===== config.mk =====
export PLATFORM = sky130hd
export DESIGN_NAME = hazard_scoreboard_unit_flat
export DESIGN_NICKNAME = d
export VERILOG_FILES = /design/src/rtl/hazard_scoreboard_unit_if.sv /design/src/rtl/hazard_scoreboard_unit.sv /design/src/flat_wrapper.sv
export SDC_FILE = /design/constraint.sdc
export NUM_CORES = 1
export LEC_CHECK = 0
export BUFFER_PORTS_ARGS = -buffer_cell sky130_fd_sc_hd__buf_2
export CAP_MARGIN = 25
export CORE_UTILIZATION = 29
export DETAILED_ROUTE_END_ITERATION = 8
export PLACE_DENSITY = 0.49
export SETUP_SLACK_MARGIN = 0.1
export SLEW_MARGIN = 20
export SYNTH_ARGS = -nofsm -noshare
export SYNTH_HDL_FRONTEND = slang
export SYNTH_SLANG_ARGS = --single-unit

===== constraint.sdc =====
create_clock -name clk -period 2.7 [get_ports clk]
set_input_delay 0.54 -clock clk [delete_from_list [all_inputs] [get_ports clk]]
set_output_delay 0.54 -clock clk [all_outputs]
set_load 0.005 [all_outputs]

===== src/rtl/hazard_scoreboard_unit_if.sv =====
// Purpose: bundles the ID-stage request, late-redirect, writeback and
//          pipeline-control signals exchanged between the core pipeline and
//          hazard_scoreboard_unit.
// Ports (signals carried):
//   id_*           ID-stage instruction description (sources, destination, latency, branch)
//   exe_redirect   late EXE redirect squashing ID and IF
//   wb_valid/wb_rd_addr  variable-latency writeback
//   if_id_mode, id_exe_mode, if_stall, signal_cycle, stall_timeout  control outputs
// Modports: master = pipeline side, slave = hazard unit side.
interface hazard_scoreboard_unit_if #(
  parameter int ADDR_W = 5,
  parameter int LAT_W  = 3
);
  logic              id_valid;
  logic [ADDR_W-1:0] id_rs1_addr;
  logic              id_rs1_re;
  logic [ADDR_W-1:0] id_rs2_addr;
  logic              id_rs2_re;
  logic [ADDR_W-1:0] id_rd_addr;
  logic              id_rd_we;
  logic [LAT_W-1:0]  id_lat;
  logic              id_branch;
  logic              exe_redirect;
  logic              wb_valid;
  logic [ADDR_W-1:0] wb_rd_addr;
  logic [1:0]        if_id_mode;
  logic [1:0]        id_exe_mode;
  logic              if_stall;
  logic              signal_cycle;
  logic              stall_timeout;

  modport master (
    output id_valid, id_rs1_addr, id_rs1_re, id_rs2_addr, id_rs2_re,
           id_rd_addr, id_rd_we, id_lat, id_branch, exe_redirect,
           wb_valid, wb_rd_addr,
    input  if_id_mode, id_exe_mode, if_stall, signal_cycle, stall_timeout
  );

  modport slave (
    input  id_valid, id_rs1_addr, id_rs1_re, id_rs2_addr, id_rs2_re,
           id_rd_addr, id_rd_we, id_lat, id_branch, exe_redirect,
           wb_valid, wb_rd_addr,
    output if_id_mode, id_exe_mode, if_stall, signal_cycle, stall_timeout
  );
endinterface


===== src/rtl/hazard_scoreboard_unit.sv =====
// Purpose: scoreboard-based hazard unit for the 5-stage core. Tracks, per
//          GPR, either a fixed-latency countdown or a variable-latency busy
//          bit, and from that state drives IF_ID / ID_EXE stall/flush modes,
//          PC hold, taken-branch and late-redirect flushes, and a sticky
//          stall watchdog.
// Ports:
//   clk   in  core clock
//   rst   in  synchronous reset, active-high
//   bus   slave modport of hazard_scoreboard_unit_if (requests in, control out)
// Mode encoding on if_id_mode / id_exe_mode: Normal=00, Stall=01, Flush=10.
module hazard_scoreboard_unit #(
  parameter int GPR_NUM    = 32,
  parameter int ADDR_W     = 5,
  parameter int LAT_W      = 3,
  parameter int WDOG_LIMIT = 64
) (
  input  logic                     clk,
  input  logic                     rst,
  hazard_scoreboard_unit_if.slave  bus
);
  localparam logic [1:0] MODE_NORMAL = 2'b00;
  localparam logic [1:0] MODE_STALL  = 2'b01;
  localparam logic [1:0] MODE_FLUSH  = 2'b10;
  localparam int         SC_W        = $clog2(WDOG_LIMIT + 1);
  localparam logic [SC_W-1:0] SC_MAX = SC_W'(WDOG_LIMIT);

  logic [LAT_W-1:0]   cnt_q [GPR_NUM];
  logic [LAT_W-1:0]   cnt_d [GPR_NUM];
  logic [GPR_NUM-1:0] busy_q, busy_d;
  logic [GPR_NUM-1:0] pending;
  logic [SC_W-1:0]    stall_cnt_q, stall_cnt_d;
  logic               stall_timeout_q, stall_timeout_d;
  logic               data_haz;
  logic               issue;
  logic               issue_wr;

  // x0 is never pending, so reads of x0 can never stall.
  always_comb begin
    pending = '0;
    for (int r = 1; r < GPR_NUM; r++) begin
      pending[r] = busy_q[r] | (cnt_q[r] != '0);
    end
  end

  always_comb begin
    data_haz = bus.id_valid &&
               ((bus.id_rs1_re && (bus.id_rs1_addr != '0) && pending[bus.id_rs1_addr]) ||
                (bus.id_rs2_re && (bus.id_rs2_addr != '0) && pending[bus.id_rs2_addr]));
    issue    = bus.id_valid && !data_haz && !bus.exe_redirect;
    issue_wr = issue && bus.id_rd_we && (bus.id_rd_addr != '0);
  end

  // The counter stores the number of cycles a consumer still has to wait,
  // i.e. id_lat-1: a lat=1 producer is forwardable to the very next
  // instruction, a lat=2 producer costs exactly one bubble. An issue to rd
  // overrides both the countdown and a same-cycle writeback of rd, since the
  // new producer is the younger one.
  always_comb begin
    busy_d = busy_q;
    for (int r = 0; r < GPR_NUM; r++) begin
      cnt_d[r] = (cnt_q[r] != '0) ? cnt_q[r] - LAT_W'(1) : cnt_q[r];
    end
    if (bus.wb_valid && (bus.wb_rd_addr != '0)) begin
      busy_d[bus.wb_rd_addr] = 1'b0;
    end
    if (issue_wr) begin
      if (bus.id_lat != '0) begin
        cnt_d[bus.id_rd_addr]  = bus.id_lat - LAT_W'(1);
        busy_d[bus.id_rd_addr] = 1'b0;
      end else begin
        cnt_d[bus.id_rd_addr]  = '0;
        busy_d[bus.id_rd_addr] = 1'b1;
      end
    end
    cnt_d[0]  = '0;
    busy_d[0] = 1'b0;
  end

  // Watchdog: counts consecutive data-stall cycles, saturating at the limit;
  // the timeout flag is sticky until reset.
  always_comb begin
    if (!data_haz) begin
      stall_cnt_d = '0;
    end else if (stall_cnt_q == SC_MAX) begin
      stall_cnt_d = stall_cnt_q;
    end else begin
      stall_cnt_d = stall_cnt_q + SC_W'(1);
    end
    stall_timeout_d = stall_timeout_q | (stall_cnt_d == SC_MAX);
  end

  // A late redirect outranks a data stall; a branch in ID only acts when
  // its operands are ready, because otherwise it has not resolved yet.
  always_comb begin
    bus.if_id_mode   = MODE_NORMAL;
    bus.id_exe_mode  = MODE_NORMAL;
    bus.if_stall     = 1'b0;
    bus.signal_cycle = 1'b0;
    if (bus.exe_redirect) begin
      bus.if_id_mode   = MODE_FLUSH;
      bus.id_exe_mode  = MODE_FLUSH;
      bus.signal_cycle = 1'b1;
    end else if (data_haz) begin
      bus.if_id_mode   = MODE_STALL;
      bus.id_exe_mode  = MODE_FLUSH;
      bus.if_stall     = 1'b1;
      bus.signal_cycle = 1'b1;
    end else if (bus.id_branch && bus.id_valid) begin
      bus.if_id_mode   = MODE_FLUSH;
      bus.signal_cycle = 1'b1;
    end
    bus.stall_timeout = stall_timeout_q;
  end

  always_ff @(posedge clk) begin
    if (rst) begin
      for (int r = 0; r < GPR_NUM; r++) begin
        cnt_q[r] <= '0;
      end
      busy_q          <= '0;
      stall_cnt_q     <= '0;
      stall_timeout_q <= 1'b0;
    end else begin
      for (int r = 0; r < GPR_NUM; r++) begin
        cnt_q[r] <= cnt_d[r];
      end
      busy_q          <= busy_d;
      stall_cnt_q     <= stall_cnt_d;
      stall_timeout_q <= stall_timeout_d;
    end
  end
endmodule

===== src/flat_wrapper.sv =====
// flat-port wrapper written by rule: the top's interface ports become plain ports
module hazard_scoreboard_unit_flat 
#(
  parameter int GPR_NUM    = 32,
  parameter int ADDR_W     = 5,
  parameter int LAT_W      = 3,
  parameter int WDOG_LIMIT = 64
)
  (clk, rst, bus_id_valid, bus_id_rs1_addr, bus_id_rs1_re, bus_id_rs2_addr, bus_id_rs2_re, bus_id_rd_addr, bus_id_rd_we, bus_id_lat, bus_id_branch, bus_exe_redirect, bus_wb_valid, bus_wb_rd_addr, bus_if_id_mode, bus_id_exe_mode, bus_if_stall, bus_signal_cycle, bus_stall_timeout);
  hazard_scoreboard_unit_if #(.ADDR_W(ADDR_W), .LAT_W(LAT_W)) bus_i ();
  input  logic clk;
  input  logic rst;
  input wire logic [$bits(bus_i.id_valid)-1:0] bus_id_valid;
  input wire logic [$bits(bus_i.id_rs1_addr)-1:0] bus_id_rs1_addr;
  input wire logic [$bits(bus_i.id_rs1_re)-1:0] bus_id_rs1_re;
  input wire logic [$bits(bus_i.id_rs2_addr)-1:0] bus_id_rs2_addr;
  input wire logic [$bits(bus_i.id_rs2_re)-1:0] bus_id_rs2_re;
  input wire logic [$bits(bus_i.id_rd_addr)-1:0] bus_id_rd_addr;
  input wire logic [$bits(bus_i.id_rd_we)-1:0] bus_id_rd_we;
  input wire logic [$bits(bus_i.id_lat)-1:0] bus_id_lat;
  input wire logic [$bits(bus_i.id_branch)-1:0] bus_id_branch;
  input wire logic [$bits(bus_i.exe_redirect)-1:0] bus_exe_redirect;
  input wire logic [$bits(bus_i.wb_valid)-1:0] bus_wb_valid;
  input wire logic [$bits(bus_i.wb_rd_addr)-1:0] bus_wb_rd_addr;
  output wire logic [$bits(bus_i.if_id_mode)-1:0] bus_if_id_mode;
  output wire logic [$bits(bus_i.id_exe_mode)-1:0] bus_id_exe_mode;
  output wire logic [$bits(bus_i.if_stall)-1:0] bus_if_stall;
  output wire logic [$bits(bus_i.signal_cycle)-1:0] bus_signal_cycle;
  output wire logic [$bits(bus_i.stall_timeout)-1:0] bus_stall_timeout;
  assign bus_i.id_valid = bus_id_valid;
  assign bus_i.id_rs1_addr = bus_id_rs1_addr;
  assign bus_i.id_rs1_re = bus_id_rs1_re;
  assign bus_i.id_rs2_addr = bus_id_rs2_addr;
  assign bus_i.id_rs2_re = bus_id_rs2_re;
  assign bus_i.id_rd_addr = bus_id_rd_addr;
  assign bus_i.id_rd_we = bus_id_rd_we;
  assign bus_i.id_lat = bus_id_lat;
  assign bus_i.id_branch = bus_id_branch;
  assign bus_i.exe_redirect = bus_exe_redirect;
  assign bus_i.wb_valid = bus_wb_valid;
  assign bus_i.wb_rd_addr = bus_wb_rd_addr;
  assign bus_if_id_mode = bus_i.if_id_mode;
  assign bus_id_exe_mode = bus_i.id_exe_mode;
  assign bus_if_stall = bus_i.if_stall;
  assign bus_signal_cycle = bus_i.signal_cycle;
  assign bus_stall_timeout = bus_i.stall_timeout;
  hazard_scoreboard_unit #(.GPR_NUM(GPR_NUM), .ADDR_W(ADDR_W), .LAT_W(LAT_W), .WDOG_LIMIT(WDOG_LIMIT)) u_core (.clk(clk), .rst(rst), .bus(bus_i));
endmodule

# Word level (Yosys, flattened, before mapping)
# Memories as Yosys holds them, arrays and structs flattened.
# Index checks and enable logic that the tools add are counted.
# word_totals
memories,1
regBits,40
elab_cells,270
inputBits,32
rom_bits,0
out_inout_bits,7
latch_bits,0
ramBits,96
# op_classes
multipliers,0
n_reduce_logical,54
addsub,34
n_lt_le_gt_ge,8
n_div,0
shift,0
n_bitwise,72
n_eq_ne,2
n_mux,95
# mem_list
name,words,word_bits,rd,rd_ports_with_merged_regs,wr,line_no,rtl
u_core.cnt_q,32,3,32,0,32,hazard_scoreboard_unit.sv:27,logic [LAT_W-1:0] cnt_q [GPR_NUM];
# op_table
cell,n
3-bit 2-to-1 mux,65
93-bit 2-to-1 mux,2
3-bit nonzero test,33
"3-bit by 1-bit subtractor with 3-bit output, second input constant",33
96-bit bitwise mux,1
32-bit 2-to-1 mux,3
93-bit AND,1
93-bit inverter,1
32-bit AND,2
32-bit inverter,2
1-bit OR,64
32-bit OR,1
"5-bit by 6-bit less-than comparator with 1-bit output, second input constant",4
5-bit nonzero test,4
3-bit demux with 5-bit select,1
"7-bit == test, second input constant",2
1-bit logical AND,14
7-bit 2-to-1 mux,2
1-bit 2-to-1 mux,12
1-bit binary-select mux with 5-bit select,2
1-bit demux with 5-bit select,2
"5-bit by 1-bit greater-or-equal comparator with 1-bit output, second input constant",2
2-bit 2-to-1 mux,5
"7-bit by 1-bit adder with 7-bit output, second input constant",1
other kinds (5),6

# Depth between registers and ports, before layout
# Gate-level depths: netlist of the first run.
# An unclocked memory read counts as a cell.
# depth
ltp_word,15
depth_mapped,11

# Worst setup path after synthesis of the first run
# Ideal clock, no wire load.
# synth_timing
path_kind,register to register
startpoint,"mem u_core.cnt_q[26][0], in the netlist u_core.cnt_q[0][78]"
endpoint,"mem u_core.cnt_q[9][2], in the netlist u_core.cnt_q[0][29]"
required_time_ns,2.579
arrival_time_ns,2.887
stages_incl_launch_ff,12
path_slack_ns,-0.308
period_less_slack_ns,3.008
path_cell_list,dfxtp_1 inv_1 ha_1 or3b_1 mux4_2 o2bb2a_4 o311a_1 and2_1 buf_6 buf_12 nor4_4 mux2_2
# synth_rtl
element,line_no
"start, declared",hazard_scoreboard_unit.sv:27

==> results of run 1 <==
==> timing repair <==
item / CTS / global route
setup endpoints to repair: 137 / 137
pin swaps: 8 / 12
buffers inserted: 19 / 5
gates resized for setup: 30 / 56
hold endpoints to repair: 0 / 0
hold buffers: 0 / 0
==> final timing paths <==
check | slack, ns | to | from
max | -0.60 | bus_if_stall | u_core.cnt_q[0][82]
min | 0.47 | u_core.bus.stall_timeout | u_core.bus.stall_timeout
max reg2reg | -0.30 | u_core.cnt_q[0][95] | u_core.cnt_q[0][82]
min reg2reg | 0.47 | u_core.bus.stall_timeout | u_core.bus.stall_timeout
==> sequential cells by signal, indices dropped and copies added (netlist names) <==
register	flops
u_core.stall_cnt_q	7
u_core.cnt_q	93
u_core.busy_q	31
u_core.bus.stall_timeout	1
==> cells in the final DEF, fill, tap and decap left out, drive strengths merged, types with 4 or more instances in the layout <==
cell / n
nor4bb: 5
nor4: 15
dfxtp: 132
nor3b: 25
nor3: 27
xnor2: 34
nand2: 51
mux2i: 84
or3b: 4
nor4b: 6
nor2: 138
bufinv: 4
buf: 249
nand2b: 37
nand3: 11
inv: 83
mux2: 62
and2: 4
a21oi: 14
nor2b: 5
clkinv: 5
mux4: 7
a211o: 32
a22oi: 4
xor2: 4
nand3b: 36
and3b: 4
o21ai: 7
ha: 66
and3: 8
clkbuf: 18
==> cell usage after synthesis, types with 14 or more instances <==
library cell,number
clkbuf_1,40
nor2_1,138
nand2b_1,37
a211o_1,32
nand2_1,51
inv_1,82
ha_1,66
dfxtp_1,132
a21oi_1,14
mux2i_1,84
nor3_1,19
xnor2_1,34
mux2_2,53
nor3b_1,25
nand3b_1,36
==> logic make-up after synthesis <==
logic type / after synthesis / synth area share [%]
adder cells (fa/ha/maj): 66 / 9.11
flip-flops: 132 / 29.2
multiplexers: 153 / 18.7
AND/OR/NAND/NOR: 386 / 25.6
buffers and inverters: 136 / 6.32
AO/OA/AOI/OAI: 86 / 7.36
XOR/XNOR: 38 / 3.67
other: 1 / 0.0414
==> area by class of cell <==
type,instances,area (um2),area share (%)
antenna,1,2.50,0.0204
clock buffer,18,429,3.50
clock inverter,13,184,1.50
tap,396,495,4.04
multi-input combinational,730,6310,51.4
sequential,132,2670,21.8
inverter,82,308,2.51
timing repair buffer,249,1870,15.2
==> per-stage QoR <==
stage / instance area, um2 / util [%] / hold WS [ns] / TNS [ns]
2_1_floorplan: 9290 / - / 0.459 / -4.15
3_3_place_gp: 11200 / 36.5 / 0.465 / -42.05
3_5_place_dp: 11200 / 36.5 / 0.462 / -41.71
4_1_cts: 12100 / 39.3 / 0.473 / -27.15
5_1_grt: 12300 / 40.0 / 0.507 / -37.50
6_report: 12300 / 40.0 / 0.470 / -25.33
==> power groups by stage <==
stage | combinational, mW | clock, mW | sequential [mW]
floorplan | 4.20 | 0 | 2.93
global placement | 6.22 | 0 | 2.96
detailed placement | 6.28 | 0 | 2.96
CTS | 6.43 | 2.54 | 2.92
global route | 7.37 | 2.63 | 3.06
finish | 6.58 | 2.47 | 2.97
==> metal layers <==
layer | vias to the layer above | part of all wire [%] | GRT usage [%]
met1 | 3583 | 45 | 20.4
met5 | - | 0 | 0
met3 | 22 | 4.2 | 2.76
met2 | 138 | 49 | 27.6
li1 | 3884 | - | -
met4 | 0 | 1.4 | 4.77
==> tightest hold or removal path: cells and delay by family, from the launching register on <==
kind,cells,cell delay [ns]
flip-flops,1,0.31
AO/OA/AOI/OAI,1,0.07
buffers and inverters,1,0.05
==> reports/qor.yml, run 1 <==
run_status: "finished, violations left"
violations: "setup timing"
critical_path_depth: 11
die_x_um: 179
firstDrtPassIters: 7
syn_avg_cell_area_um2: 9.08
holdCritPathClass: "reg -> reg"
grt_pass1_vias: 7337
area_growth_pct: 35.3
cts_root_buf: "clkbuf_16"
synth_top_area_share_pct: 29.2
finalWorstSetupSlack_ns: -0.604
p_leak_nw: 5.18
crit_type: "reg -> out"
critPathBufInv: 4
preCtsSetupSlack_ns: -0.504
gp_congestion: 0.853
grt_start_max_net_pins: 54
num_rows: 64
drt_wl_total_mm: 24.5
clock.fmax_ghz: 0.303
switching_share_pct: 34.9
netlist_top_cells_area: "dfxtp_1 (29%), mux2i_1 (9.3%), ha_1 (9.1%)"
worstMarginPinSlew_ns: 0.648
nFillCells: 3019
slew_viol_final: 0
worstSetupEndpointType: "output port"
total_power_mw: 12.0
synth.largest_area_cell: "dfxtp_1"
async_reset_ff_share_pct: 0
synth_area_um2: 9060
synth_edf_count: 0
whs_path_depth: 2
clk_latency_ns: 0.43
critPathTopFamily: "compound AO/OA/AOI/OAI gates"
ys.flop_type: "dfxtp_1"
cts_tree: "built"
finalSetupViolCount: 128
clkPwrFrac_pct: 20.5
grt_usage_pct: 16.0
instances_no_fill: 1621
internal_power_mw: 7.82
via_per_inst: 4.71
antenna_found_initial: 1
synth_cells: 998
drv_cap: 0
crit_arrival_ns: 2.76
ant_nets: 0
start_util_pct: 29.5
die_y_um: 179
cpMaxStageDelayCell: "mux4_2"
path_cells: "inv_2 > ha_4 > or3b_4 > mux4_2 > o2bb2a_4 > o311a_1 > a22oi_2 > buf_6 > buf_4 > nor3_4 > buf_2"
yosys_warnings: 0
fin_crit_ns: 3.30
post_drt_wl_per_cell_um: 15.1
cts_max_path_buffers: 2
slew_headroom_pct: 56.7
fin_worst_skew_ns: 0.00583
worst_path_largest_cell_delay_ns: 0.49
vdd_drop_max_mv: 0.341
io_pins: 39
gr-total-overflow: 0
drt_iter0_markers: 333
synth_seq_cells: 132
final_nets: 1310
num_vias: 7627
r2r_cells: 10
htreeDepth: 4
power_density_nw_per_um2: 980
cts.sinks: 132
die_area_um2: 32000
drive_above_1_share_pct: 37.2
core_area_um2: 30700
combPwrFrac_pct: 54.7
hold_viol_final: 0
numCtsBuffers: 17
seq_power_share_pct: 24.7
dpl.hpwl_mm: 17.6
path_max_fanout: 4
rsz0062_at_grt: "true"
synth_cell_types: 63
grt_pass1_wl_mm: 39.3
drc_errors: 0
worstSetupStartpointType: "register"
ys_seq_area_share_pct: 29.2
io_buffers: 37
synth_fp_nets: 1096
path_clk_slew_ns: 0.06
dp_cells: 1568
cp.required_ns: 2.16
min_period_over_period_pct: 122
p_switching_mw: 4.20
No activity file was read; power rests on OpenSTA's default activity.
==> run 2, diff against run 1 <==
--- a/config.mk
+++ b/config.mk
@@ -9,5 +9,5 @@
 export CAP_MARGIN = 25
-export CORE_UTILIZATION = 29
+export CORE_UTILIZATION = 47
 export DETAILED_ROUTE_END_ITERATION = 8
-export PLACE_DENSITY = 0.49
+export PLACE_DENSITY = 0.73
 export SETUP_SLACK_MARGIN = 0.1
==> constraint.sdc (replaced) <==
create_clock -name clk -period 2.7 [get_ports clk]
set_input_delay 0.27 -clock clk [delete_from_list [all_inputs] [get_ports clk]]
set_output_delay 0.27 -clock clk [all_outputs]
set_load 0.005 [all_outputs]
==> run 2 against run 1 <==
  * The run still ends with setup timing left
  * Combinational power is 8.4% higher
  * First-iteration DRC count grew 72%
  * Setup slack gained 0.21 ns
==> reports/qor.yml, run 2 (synthesis results as in run 1) <==
die_y_um: 141
drive_above_1_share_pct: 38.0
die_x_um: 141
gr-total-overflow: 0
num_rows: 50
dp_cells: 1418
cts_tree: "built"
slew_viol_final: 0
p_leak_nw: 5.34
clk_latency_ns: 0.43
grt_pass1_wl_mm: 38.4
drt_wl_total_mm: 26.1
core_area_um2: 18800
postCtsHoldBufs: 0
num_vias: 8185
die_area_um2: 19800
path_clk_slew_ns: 0.06
instances_no_fill: 1499
run_status: "finished, violations left"
reg_top3: "u_core.cnt_q x93, u_core.busy_q x31, u_core.stall_cnt_q x7"
final_nets: 1323
grt_start_max_net_pins: 64
worstMarginPinSlew_ns: 1.02
whs_ns: 0.261
clock.fmax_ghz: 0.323
final_common_cell: "buf_4"
io_buffers: 37
cts_max_path_buffers: 2
worstSetupEndpointType: "output port"
fin_worst_skew_ns: 0.00972
largest_reg_flops: 93
path_max_fanout: 3
holdCritPathClass: "in -> reg"
cts_root_buf: "clkbuf_16"
drc_errors: 0
via_per_inst: 5.46
cp.required_ns: 2.43
post_drt_wl_per_cell_um: 17.4
min_period_over_period_pct: 115
gp_congestion: 0.896
rsz0062_at_grt: "true"
slew_headroom_pct: 31.9
drv_cap: 0
final_cell_mix: "buf_4 (198), nor2_1 (135), dfxtp_1 (106)"
start_util_pct: 48.1
total_power_mw: 12.8
drt_iter0_markers: 572
area_growth_pct: 37.5
crit_type: "reg -> out"
finalWorstSetupSlack_ns: -0.396
io_pins: 39
fin_util_pct: 66.2
htreeDepth: 4
power_density_nw_per_um2: 1030
finalSetupViolCount: 137
regMostFlops: "u_core.cnt_q"
violations: "setup timing"
vdd_drop_max_mv: 0.554
numCtsBuffers: 17
ant_nets: 0
grt_pass1_vias: 7695
antenna_found_initial: 1
hold_viol_final: 0
crit_arrival_ns: 2.83
cts.sinks: 132
firstDrtPassIters: 5
grt_usage_pct: 24.9
preCtsSetupSlack_ns: -0.325
worstSetupStartpointType: "register"
fin_crit_ns: 3.10
dpl.hpwl_mm: 16.2
[run 2: layout make-up]
type                            instances  area [um2]
Sequential cell                       132        2680
Timing Repair Buffer                  262        2070
Inverter                               82         308
Antenna cell                            1        2.50
Fill cell                            1378        6370
Multi-Input combinational cell        730        6400
Clock buffer                           23         478
Tap cell                              260         325
Clock inverter                          9         198
[run 2: worst paths after layout]
| kind | start | endpoint | slack, ns | cells after the start |
|---|---|---|---|---|
| worst min-delay path | bus_wb_rd_addr[1] | u_core.busy_q[2] | 0.26 | 4 |
| worst min register to register | u_core.bus.stall_timeout | u_core.bus.stall_timeout | 0.46 | 2 |
| worst max register to register | u_core.cnt_q[0][79] | u_core.cnt_q[0][12] | -0.36 | 12 |
| worst max-delay path | u_core.cnt_q[0][79] | bus_signal_cycle | -0.40 | 11 |
[run 2: critical path, cell delays in order (launching register included)]
cell,delay (ns)
dfxtp_2,0.32
inv_2,0.08
ha_4,0.13
or3b_4,0.40
mux4_2,0.49
a2bb2oi_2,0.16
o211ai_1,0.18
a22oi_2,0.20
buf_6,0.15
buf_6,0.11
a21oi_1,0.05
buf_2,0.12
[run 2: through the flow]
stage / cell area, um2 / setup TNS [ns]
after floorplan: 9290 / -3.93
after global placement: 10900 / -16.73
after detailed placement: 10900 / -21.96
after CTS: 12000 / -18.29
after global routing: 12500 / -47.62
final: 12500 / -35.54
[run 2: what timing repair did]
| action | 4_1_cts | 5_1_grt |
|---|---|---|
| endpoints found under the hold margin | 0 | 0 |
| gates resized for setup | 56 | 76 |
| buffers inserted | 23 | 23 |
| cloned | 1 | 2 |
| endpoints found under the setup margin | 137 | 137 |
| pin swaps | 14 | 24 |
[run 2: layer usage]
layer,track usage (%),vias up,routed length [um]
met3,5.57,76,1450
met5,0,-,0
met2,41.6,291,12700
li1,-,3899,-
met1,30.0,3919,11000
met4,12.5,0,941
[run 2: power breakdown]
group / internal (mW) / leakage [nW] / switching [mW] / total (mW)
Sequential: 2.60 / 1.09 / 0.432 / 3.03
Clock: 1.80 / 0.327 / 0.882 / 2.68
Combinational: 3.97 / 3.92 / 3.16 / 7.13
